===== config.mk =====
export PLATFORM = sky130hd
export DESIGN_NAME = mem_access_stage
export DESIGN_NICKNAME = d
export VERILOG_FILES = /design/src/rtl/mem_access_stage.sv
export SDC_FILE = /design/constraint.sdc
export NUM_CORES = 1
export LEC_CHECK = 0
export BUFFER_PORTS_ARGS = -buffer_cell sky130_fd_sc_hd__buf_4
export CAP_MARGIN = 0
export CORE_MARGIN = 10
export CORE_UTILIZATION = 35
export CTS_CLUSTER_DIAMETER = 60
export DETAILED_ROUTE_END_ITERATION = 12
export PLACE_DENSITY = 0.82
export SYNTH_ARGS = -nofsm -noshare
export SYNTH_HDL_FRONTEND = slang
export SYNTH_SLANG_ARGS = --single-unit

===== constraint.sdc =====
create_clock -name clk -period 2.9 [get_ports clk]
set_input_delay 0.58 -clock clk [delete_from_list [all_inputs] [get_ports clk]]
set_output_delay 0.58 -clock clk [all_outputs]
set_load 0.03 [all_outputs]

===== src/rtl/mem_access_stage.sv =====
// MEM pipeline stage: aligns store data, extracts load data, runs a req/ack bus
// transaction under a 3-state FSM, and registers results into the MEM/WB register.
module mem_access_stage (
    input  logic        clk,
    input  logic        rst,
    input  logic [31:0] MEM_ALUOut,
    input  logic [31:0] MEM_OutB,
    input  logic [31:0] MEM_PCAdd1,
    input  logic [1:0]  MEM_WbSel,
    input  logic [4:0]  MEM_Dst,
    input  logic        MEM_RegWr,
    input  logic [2:0]  MEM_LoadType,
    input  logic [1:0]  MEM_StoreType,
    input  logic        MEM_ExcValid,
    input  logic [4:0]  MEM_ExcCodeIn,
    input  logic        MEMWB_Flush,
    output logic        MEM_Stall,
    output logic        data_req,
    output logic        data_wr,
    output logic [3:0]  data_be,
    output logic [31:0] data_addr,
    output logic [31:0] data_wdata,
    input  logic        data_addr_ok,
    input  logic        data_data_ok,
    input  logic [31:0] data_rdata,
    output logic [31:0] WB_ALUOut,
    output logic [31:0] WB_PCAdd1,
    output logic [31:0] WB_MemData,
    output logic [1:0]  WB_WbSel,
    output logic [4:0]  WB_Dst,
    output logic        WB_RegWr,
    output logic        WB_ExcValid,
    output logic [4:0]  WB_ExcCode,
    output logic [1:0]  dbg_state_o
);

    localparam logic [1:0] S_IDLE = 2'd0;
    localparam logic [1:0] S_ADDR = 2'd1;
    localparam logic [1:0] S_DATA = 2'd2;

    localparam logic [2:0] LD_NONE = 3'd0;
    localparam logic [2:0] LD_LB   = 3'd1;
    localparam logic [2:0] LD_LBU  = 3'd2;
    localparam logic [2:0] LD_LH   = 3'd3;
    localparam logic [2:0] LD_LHU  = 3'd4;
    localparam logic [2:0] LD_LW   = 3'd5;

    localparam logic [1:0] ST_NONE = 2'd0;
    localparam logic [1:0] ST_SB   = 2'd1;
    localparam logic [1:0] ST_SH   = 2'd2;
    localparam logic [1:0] ST_SW   = 2'd3;

    localparam logic [4:0] EXC_ADEL = 5'h04;
    localparam logic [4:0] EXC_ADES = 5'h05;

    logic [1:0]  state_q, state_d;
    logic        killed_q, killed_d;

    logic [31:0] wb_aluout_q, wb_pcadd1_q, wb_memdata_q;
    logic [1:0]  wb_wbsel_q;
    logic [4:0]  wb_dst_q;
    logic        wb_regwr_q, wb_excvalid_q;
    logic [4:0]  wb_exccode_q;

    logic        is_load, is_store, is_access;
    logic        size_byte, size_half;
    logic        misalign, exc_any;
    logic [4:0]  exc_code;
    logic        issue, complete, bubble;
    logic [7:0]  ld_byte;
    logic [15:0] ld_half;
    logic [31:0] ld_data;

    assign is_load   = (MEM_LoadType != LD_NONE);
    assign is_store  = (MEM_StoreType != ST_NONE);
    assign is_access = is_load || is_store;

    assign size_byte = (MEM_LoadType == LD_LB) || (MEM_LoadType == LD_LBU) || (MEM_StoreType == ST_SB);
    assign size_half = (MEM_LoadType == LD_LH) || (MEM_LoadType == LD_LHU) || (MEM_StoreType == ST_SH);

    always_comb begin
        misalign = 1'b0;
        if (size_half && MEM_ALUOut[0])
            misalign = 1'b1;
        if (((MEM_LoadType == LD_LW) || (MEM_StoreType == ST_SW)) && (MEM_ALUOut[1:0] != 2'b00))
            misalign = 1'b1;
    end

    // An upstream exception outranks a local misalignment.
    assign exc_any  = MEM_ExcValid || misalign;
    assign exc_code = MEM_ExcValid ? MEM_ExcCodeIn : (is_load ? EXC_ADEL : EXC_ADES);

    assign issue = (state_q == S_IDLE) && is_access && !MEM_ExcValid && !misalign && !MEMWB_Flush;

    always_comb begin
        complete = 1'b0;
        case (state_q)
            S_IDLE:  complete = issue && data_addr_ok && data_data_ok;
            S_ADDR:  complete = data_addr_ok && data_data_ok;
            S_DATA:  complete = data_data_ok;
            default: complete = 1'b0;
        endcase
    end

    always_comb begin
        state_d = state_q;
        case (state_q)
            S_IDLE: begin
                if (issue && !(data_addr_ok && data_data_ok))
                    state_d = data_addr_ok ? S_DATA : S_ADDR;
            end
            S_ADDR: begin
                if (data_addr_ok)
                    state_d = data_data_ok ? S_IDLE : S_DATA;
            end
            S_DATA: begin
                if (data_data_ok)
                    state_d = S_IDLE;
            end
            default: state_d = S_IDLE;
        endcase
    end

    // A flushed in-flight access still finishes on the bus; only its result is dropped.
    always_comb begin
        killed_d = killed_q;
        if (MEMWB_Flush && (state_q != S_IDLE))
            killed_d = 1'b1;
        if (complete)
            killed_d = 1'b0;
    end

    assign MEM_Stall = (issue || (state_q != S_IDLE)) && !complete;

    assign data_req  = !rst && (issue || (state_q == S_ADDR));
    assign data_wr   = is_store;
    assign data_addr = {MEM_ALUOut[31:2], 2'b00};

    always_comb begin
        if (size_byte)
            data_be = 4'b0001 << MEM_ALUOut[1:0];
        else if (size_half)
            data_be = MEM_ALUOut[1] ? 4'b1100 : 4'b0011;
        else
            data_be = 4'b1111;
    end

    always_comb begin
        case (MEM_StoreType)
            ST_SB:   data_wdata = {4{MEM_OutB[7:0]}};
            ST_SH:   data_wdata = {2{MEM_OutB[15:0]}};
            default: data_wdata = MEM_OutB;
        endcase
    end

    always_comb begin
        case (MEM_ALUOut[1:0])
            2'd0:    ld_byte = data_rdata[7:0];
            2'd1:    ld_byte = data_rdata[15:8];
            2'd2:    ld_byte = data_rdata[23:16];
            default: ld_byte = data_rdata[31:24];
        endcase
        ld_half = MEM_ALUOut[1] ? data_rdata[31:16] : data_rdata[15:0];
        case (MEM_LoadType)
            LD_LB:   ld_data = {{24{ld_byte[7]}}, ld_byte};
            LD_LBU:  ld_data = {24'd0, ld_byte};
            LD_LH:   ld_data = {{16{ld_half[15]}}, ld_half};
            LD_LHU:  ld_data = {16'd0, ld_half};
            default: ld_data = data_rdata;
        endcase
    end

    assign bubble = rst || MEMWB_Flush || MEM_Stall || (complete && killed_q);

    always_ff @(posedge clk) begin
        if (rst) begin
            state_q  <= S_IDLE;
            killed_q <= 1'b0;
        end else begin
            state_q  <= state_d;
            killed_q <= killed_d;
        end
    end

    always_ff @(posedge clk) begin
        if (bubble) begin
            wb_aluout_q   <= 32'd0;
            wb_pcadd1_q   <= 32'd0;
            wb_memdata_q  <= 32'd0;
            wb_wbsel_q    <= 2'd0;
            wb_dst_q      <= 5'd0;
            wb_regwr_q    <= 1'b0;
            wb_excvalid_q <= 1'b0;
            wb_exccode_q  <= 5'd0;
        end else begin
            wb_aluout_q   <= MEM_ALUOut;
            wb_pcadd1_q   <= MEM_PCAdd1;
            wb_memdata_q  <= complete ? ld_data : 32'd0;
            wb_wbsel_q    <= MEM_WbSel;
            wb_dst_q      <= MEM_Dst;
            wb_regwr_q    <= MEM_RegWr && !exc_any;
            wb_excvalid_q <= exc_any;
            wb_exccode_q  <= exc_any ? exc_code : 5'd0;
        end
    end

    assign WB_ALUOut   = wb_aluout_q;
    assign WB_PCAdd1   = wb_pcadd1_q;
    assign WB_MemData  = wb_memdata_q;
    assign WB_WbSel    = wb_wbsel_q;
    assign WB_Dst      = wb_dst_q;
    assign WB_RegWr    = wb_regwr_q;
    assign WB_ExcValid = wb_excvalid_q;
    assign WB_ExcCode  = wb_exccode_q;
    assign dbg_state_o = state_q;

endmodule


==> results of run 1 <==
## cells in the final DEF (no fill, tap or decap), types with 5 or more instances in the layout
| cell type | count |
|---|---|
| buf_4 | 341 |
| dfxtp_1 | 113 |
| nor2b_1 | 71 |
| nand2_1 | 51 |
| nor2_1 | 31 |
| a21oi_1 | 28 |
| clkbuf_16 | 17 |
| inv_1 | 16 |
| a22oi_1 | 9 |
| a222oi_1 | 9 |
| a22o_1 | 8 |
| o22ai_1 | 8 |
| mux4_2 | 8 |
| a31oi_1 | 8 |
| o21ai_0 | 7 |
| nor3_1 | 6 |
| clkinvlp_4 | 5 |
## logic make-up after synthesis
family,count (synthesis),share of synthesized area
buffers and inverters,88,0.114
AND/OR/NAND/NOR,172,0.191
multiplexers,12,0.0482
adder cells (fa/ha/maj),4,0.0110
flip-flops,113,0.495
XOR/XNOR,2,0.00383
other,1,0.000820
AO/OA/AOI/OAI,92,0.136
## power by group through the flow
stage,sequential (uW),clock (uW),combinational (uW)
6_report,1640,2010,1020
3_5_place_dp,1670,0,1030
4_1_cts,1640,2060,1030
2_1_floorplan,1810,0,460
5_1_grt,1650,2130,1080
3_3_place_gp,1670,0,1020
## worst paths after layout
path                          from              to  slack [ns]  cells past startpoint
setup / recovery  MEM_StoreType[0]       MEM_Stall        0.24                     10
hold / removal        data_data_ok  dbg_state_o[1]        0.35                      2
setup reg to reg    dbg_state_o[1]    WB_ALUOut[3]        0.81                      6
hold reg to reg           killed_q        killed_q        0.52                      2
## per-layer routing
layer  vias to the layer above  routed length (um)  track usage
li1                       2185                   -            -
met1                      2063                6360        0.191
met2                       219                8740        0.305
met3                        21                1920       0.0863
met4                         0                 231       0.0629
met5                         -                   0            0
## final cells by class
type	count	share of cell area
Clock buffer	20	0.0596
Clock inverter	12	0.0179
Inverter	17	0.00851
Multi-Input combinational cell	284	0.239
Sequential cell	113	0.302
Tap cell	172	0.0287
Timing Repair Buffer	342	0.344
## flip-flops by register name, summed over array words and instances (netlist names)
signal       flops
WB_ExcValid      1
WB_WbSel         2
WB_ExcCode       5
WB_MemData      32
WB_ALUOut       32
WB_Dst           5
WB_RegWr         1
killed_q         1
dbg_state_o      2
WB_PCAdd1       32
## critical path, stage by stage
cell and delay, ns:
buf_4 0.09, inv_1 0.05, ha_1 0.20, a21oi_1 0.14, o41ai_1 0.08, buf_4 0.14
nor3_1 0.36, nand2_1 0.09, a21oi_1 0.16, buf_4 0.18
## per-stage QoR
| stage | worst slack [ns] | hold slack (ns) | area [um^2] |
|---|---|---|---|
| floorplan | 0.122 | 0.461 | 4570 |
| global placement | 0.249 | 0.480 | 6920 |
| detailed placement | 0.258 | 0.509 | 6920 |
| CTS | 0.247 | 0.326 | 7500 |
| global route | 0.0774 | 0.341 | 7500 |
| finish | 0.236 | 0.353 | 7500 |
==> out/results.ini, run 1 <==
[finish]
final_cells=960
fin_util=0.589
nets=931
antennaDiodeCount=0
seqCellArea_um2=2260
area_growth_pct=64.0
drive_above_1_share=0.489
nFillCells=1158
multi_input_area_um2=1790

[timing]
max_freq_ghz=0.375
rsz0062_at_grt=false
period_needed_ns=2.66
drv_slew=0
worstMarginPinSlew_ns=0.670
min_period_over_period=0.919
fin_skew_ns=0.00465
finalHoldViolCount=0
setup_viol=0
slew-limit-headroom=0.549
setup_tns_ns=0

[cts]
htree_levels=4
numClockSinks=113
clk_pin_slew_ns=0.05
cts_buffers=17
clk_latency_ns=0.41
cts_resized=0
tritoncts=built
clockBufferDepth=2
root_buffer=clkbuf_16
cts_setup_buffers=0
hold_buffers=0

[status]
status=completed

[grt]
antenna_found_initial=0
grt_overflow=0
grt_max_degree=74
grt.total_usage=0.180
grt_pass1_vias=4545
grt_pass1_wl_um=25500

[routing]
drc_errors=0
drt_iter0_drc=266
wl_per_cell_um=18.0
detail_route.first_pass.iterations=5
drt-total-wl_um=17200
num_vias=4488
vias_per_cell=4.68
final_antenna_net_count=0

[power_and_ir_drop]
p_leak_uw=0.00358
power_frac_seq=0.351
combPwrFrac=0.219
p_switching_uw=1340
total_power_uw=4680
max-vdd-ir-drop_v=0.000352
power_density_nw_per_um2=624
intPower_uw=3340
pwr-share-clk=0.430
sw_frac_of_total=0.286

[worst_setup_path]
crit_arrival_ns=2.08
worst_ep_required_time_ns=2.32
endpoint_kind=primary output
start_kind=primary input
path_class=primary input to primary output
critical_path.max_fanout=4

[yosys]
synth_area_um2=4570
ys.flop_type=dfxtp_1
yosysWarningCount=0
synth_edf_count=0
netlist_instances=484
yosysMostFrequentCell=dfxtp_1
synth_common_cells=dfxtp_1, nor2b_1, nand2_1
syn_avg_cell_area_um2=9.44
synthTopCellsByArea=dfxtp_1, nor2b_1, buf_4
async_flop_share=0
yosysTopAreaCell=dfxtp_1
ys_seq_area_frac=0.495
synth-seq-cells=113
yosysTopAreaCellShare=0.495
synth.distinct_cells=41

[placed_design]
dp_cells=928
dp_hpwl_um=13900
numPortBuffers=332
place.gp.congestion=0.868

[floorplan]
core_um2=12700
initial_core_util=0.359
die_w_um=134
die_h_um=134
dieArea_um2=18000
ios=335
fp-row-count=41

[job]
maxCapViolCount=0

[min_path]
hold_path.class=primary input to flop

No activity file was read; power rests on OpenSTA's default activity.
==> run 2, diff against run 1 <==
--- a/config.mk
+++ b/config.mk
@@ -5,13 +5,14 @@
 export SDC_FILE = /design/constraint.sdc
 export NUM_CORES = 1
 export LEC_CHECK = 0
+export ABC_AREA = 1
 export BUFFER_PORTS_ARGS = -buffer_cell sky130_fd_sc_hd__buf_4
 export CAP_MARGIN = 0
-export CORE_MARGIN = 10
-export CORE_UTILIZATION = 35
+export CORE_AREA = 10 10 123 125
 export CTS_CLUSTER_DIAMETER = 60
 export DETAILED_ROUTE_END_ITERATION = 12
-export PLACE_DENSITY = 0.82
+export DIE_AREA = 0 0 133 135
+export PLACE_DENSITY = 0.85
 export SYNTH_ARGS = -nofsm -noshare
 export SYNTH_HDL_FRONTEND = slang
 export SYNTH_SLANG_ARGS = --single-unit
==> out/results.ini, run 2 <==
[status]
status=completed

[timing]
period_needed_ns=2.57  ; -0.0986 ns
drv_slew=0  ; unchanged
max_freq_ghz=0.390  ; +3.8%
fin_skew_ns=0.0108  ; +0.00612 ns
min_period_over_period=0.885  ; -0.0340
slew-limit-headroom=0.555  ; +0.00577
setup_viol=0  ; unchanged
rsz0062_at_grt=false
finalHoldViolCount=0  ; unchanged
setup_tns_ns=0  ; unchanged
worstMarginPinSlew_ns=0.663  ; -0.00710 ns

[yosys]
synthTopCellsByArea=dfxtp_1, nor2_1, inv_1
netlist_instances=628  ; +30%
yosysTopAreaCell=dfxtp_1
synth.distinct_cells=27  ; -34%
synth_common_cells=nor2_1, inv_1, dfxtp_1
syn_avg_cell_area_um2=7.59  ; -20%
ys.flop_type=dfxtp_1
yosysTopAreaCellShare=0.475  ; -0.0201
async_flop_share=0  ; unchanged
synth_edf_count=0  ; unchanged
yosysWarningCount=0  ; unchanged
yosysMostFrequentCell=nor2_1
synth-seq-cells=113  ; unchanged
ys_seq_area_frac=0.475  ; -0.0201
synth_area_um2=4760  ; +4.2%

[power_and_ir_drop]
power_density_nw_per_um2=684  ; +9.6%
p_leak_uw=0.00424  ; +18%
max-vdd-ir-drop_v=0.000409  ; +16%

[cts]
numClockSinks=113  ; unchanged
htree_levels=4  ; unchanged
cts_buffers=17  ; unchanged
root_buffer=clkbuf_16
clk_latency_ns=0.41  ; about the same
hold_buffers=0  ; unchanged
clockBufferDepth=2  ; unchanged
clk_pin_slew_ns=0.05  ; about the same
tritoncts=built
cts_setup_buffers=0  ; unchanged
cts_resized=0  ; unchanged

[min_path]
min-delay-start=rst
hold_path.class=primary input to flop

[floorplan]
die_h_um=135  ; +0.54%
ios=335  ; unchanged
die_w_um=133  ; -0.95%
dieArea_um2=18000  ; -0.41%
initial_core_util=0.379  ; +0.0198
core_um2=12600  ; -1.2%
fp-row-count=41  ; unchanged

[routing]
drc_errors=0  ; unchanged
drt_iter0_drc=251  ; -5.6%
final_antenna_net_count=0  ; unchanged
drt-total-wl_um=20000  ; +16%
num_vias=5153  ; +15%
wl_per_cell_um=18.0  ; about the same
detail_route.first_pass.iterations=4  ; -1
vias_per_cell=4.63  ; -0.88%

[worst_setup_path]
crit_arrival_ns=1.99  ; -0.09 ns
crit_buf_inv=4  ; unchanged
slowest_delay_ns=0.24  ; -0.12 ns
reg2reg_from=dbg_state_o[1]
critical_path.max_fanout=9  ; +5
startpoint=MEM_LoadType[1]
path_class=primary input to primary output
path_delay_family=buffers and inverters
crit_chain=buf_4 -> inv_1 -> nor3_1 -> nor2_1 -> inv_2 -> nor2_1 -> o21ai_0 -> o21ai_0 -> buf_4
start_kind=primary input
endpoint_kind=primary output
worst_ep_required_time_ns=2.32  ; about the same
cpMaxStageDelayCell=nor2_1

[finish]
fin_util=0.616  ; +0.0265
antennaDiodeCount=0  ; unchanged
nets=1084  ; +16%
final_common_cell=buf_4
area_growth_pct=62.4
drive_above_1_share=0.411  ; -0.0779
layout_common_cells=buf_4, nor2_1, inv_1

[grt]
grt_pass1_wl_um=29200  ; +14%
antenna_found_initial=0  ; unchanged
grt_pass1_vias=5246  ; +15%
grt.total_usage=0.209  ; +0.0290
grt_overflow=0  ; unchanged
grt_max_degree=38  ; -49%

[placed_design]
numPortBuffers=332  ; unchanged
place.gp.congestion=0.908  ; +4.6%
dp_hpwl_um=15900  ; +15%

[job]
maxCapViolCount=0  ; unchanged

==> run 2: kinds of logic after synthesis <==
group | count (synthesis) | synth area share
flip-flops | 113 | 0.475
other | 1 | 0.000787
AO/OA/AOI/OAI | 117 | 0.140
AND/OR/NAND/NOR | 197 | 0.173
adder cells (fa/ha/maj) | 4 | 0.0105
buffers and inverters | 196 | 0.201
==> run 2: final timing paths <==
check                           slack, ns  cells after the start              to
worst min-delay path                 0.37                      2  dbg_state_o[0]
worst max register to register       0.88                     11    WB_PCAdd1[2]
worst min register to register       0.53                      2        killed_q
worst max-delay path                 0.33                      9      data_be[2]
==> run 2: layout make-up <==
cell class,instances,area (um^2)
Fill cell,1082,4830
Timing Repair Buffer,342,2580
Sequential cell,113,2260
Multi-Input combinational cell,320,1550
Tap cell,172,215
Clock buffer,22,474
Inverter,134,503
Clock inverter,9,155
==> run 2: metal layers <==
| layer | track usage | vias to the layer above | wire (um) |
|---|---|---|---|
| met1 | 0.208 | 2351 | 7130 |
| met2 | 0.380 | 276 | 10400 |
| li1 | - | 2499 | - |
| met3 | 0.0890 | 27 | 2090 |
| met5 | 0 | - | 0 |
| met4 | 0.0740 | 0 | 371 |
==> run 2: metrics by stage <==
stage	worst slack (ns)	hold slack (ns)	instances	power, uW	area (um^2)
5_1_grt	0.183	0.372	1112	5490	7740
6_report	0.334	0.370	1112	5290	7740
4_1_cts	0.341	0.348	1112	5330	7740
3_3_place_gp	0.403	0.517	1081	3090	7110
2_1_floorplan	0.446	0.501	629	2550	4770
3_5_place_dp	0.343	0.526	1081	3110	7110
==> run 2: report_power, final <==
part | switching, uW | total [uW] | internal (uW)
Sequential | 42.6 | 1710 | 1670
Combinational | 868 | 1370 | 506
Clock | 706 | 2210 | 1500
Total | 1620 | 5290 | 3670
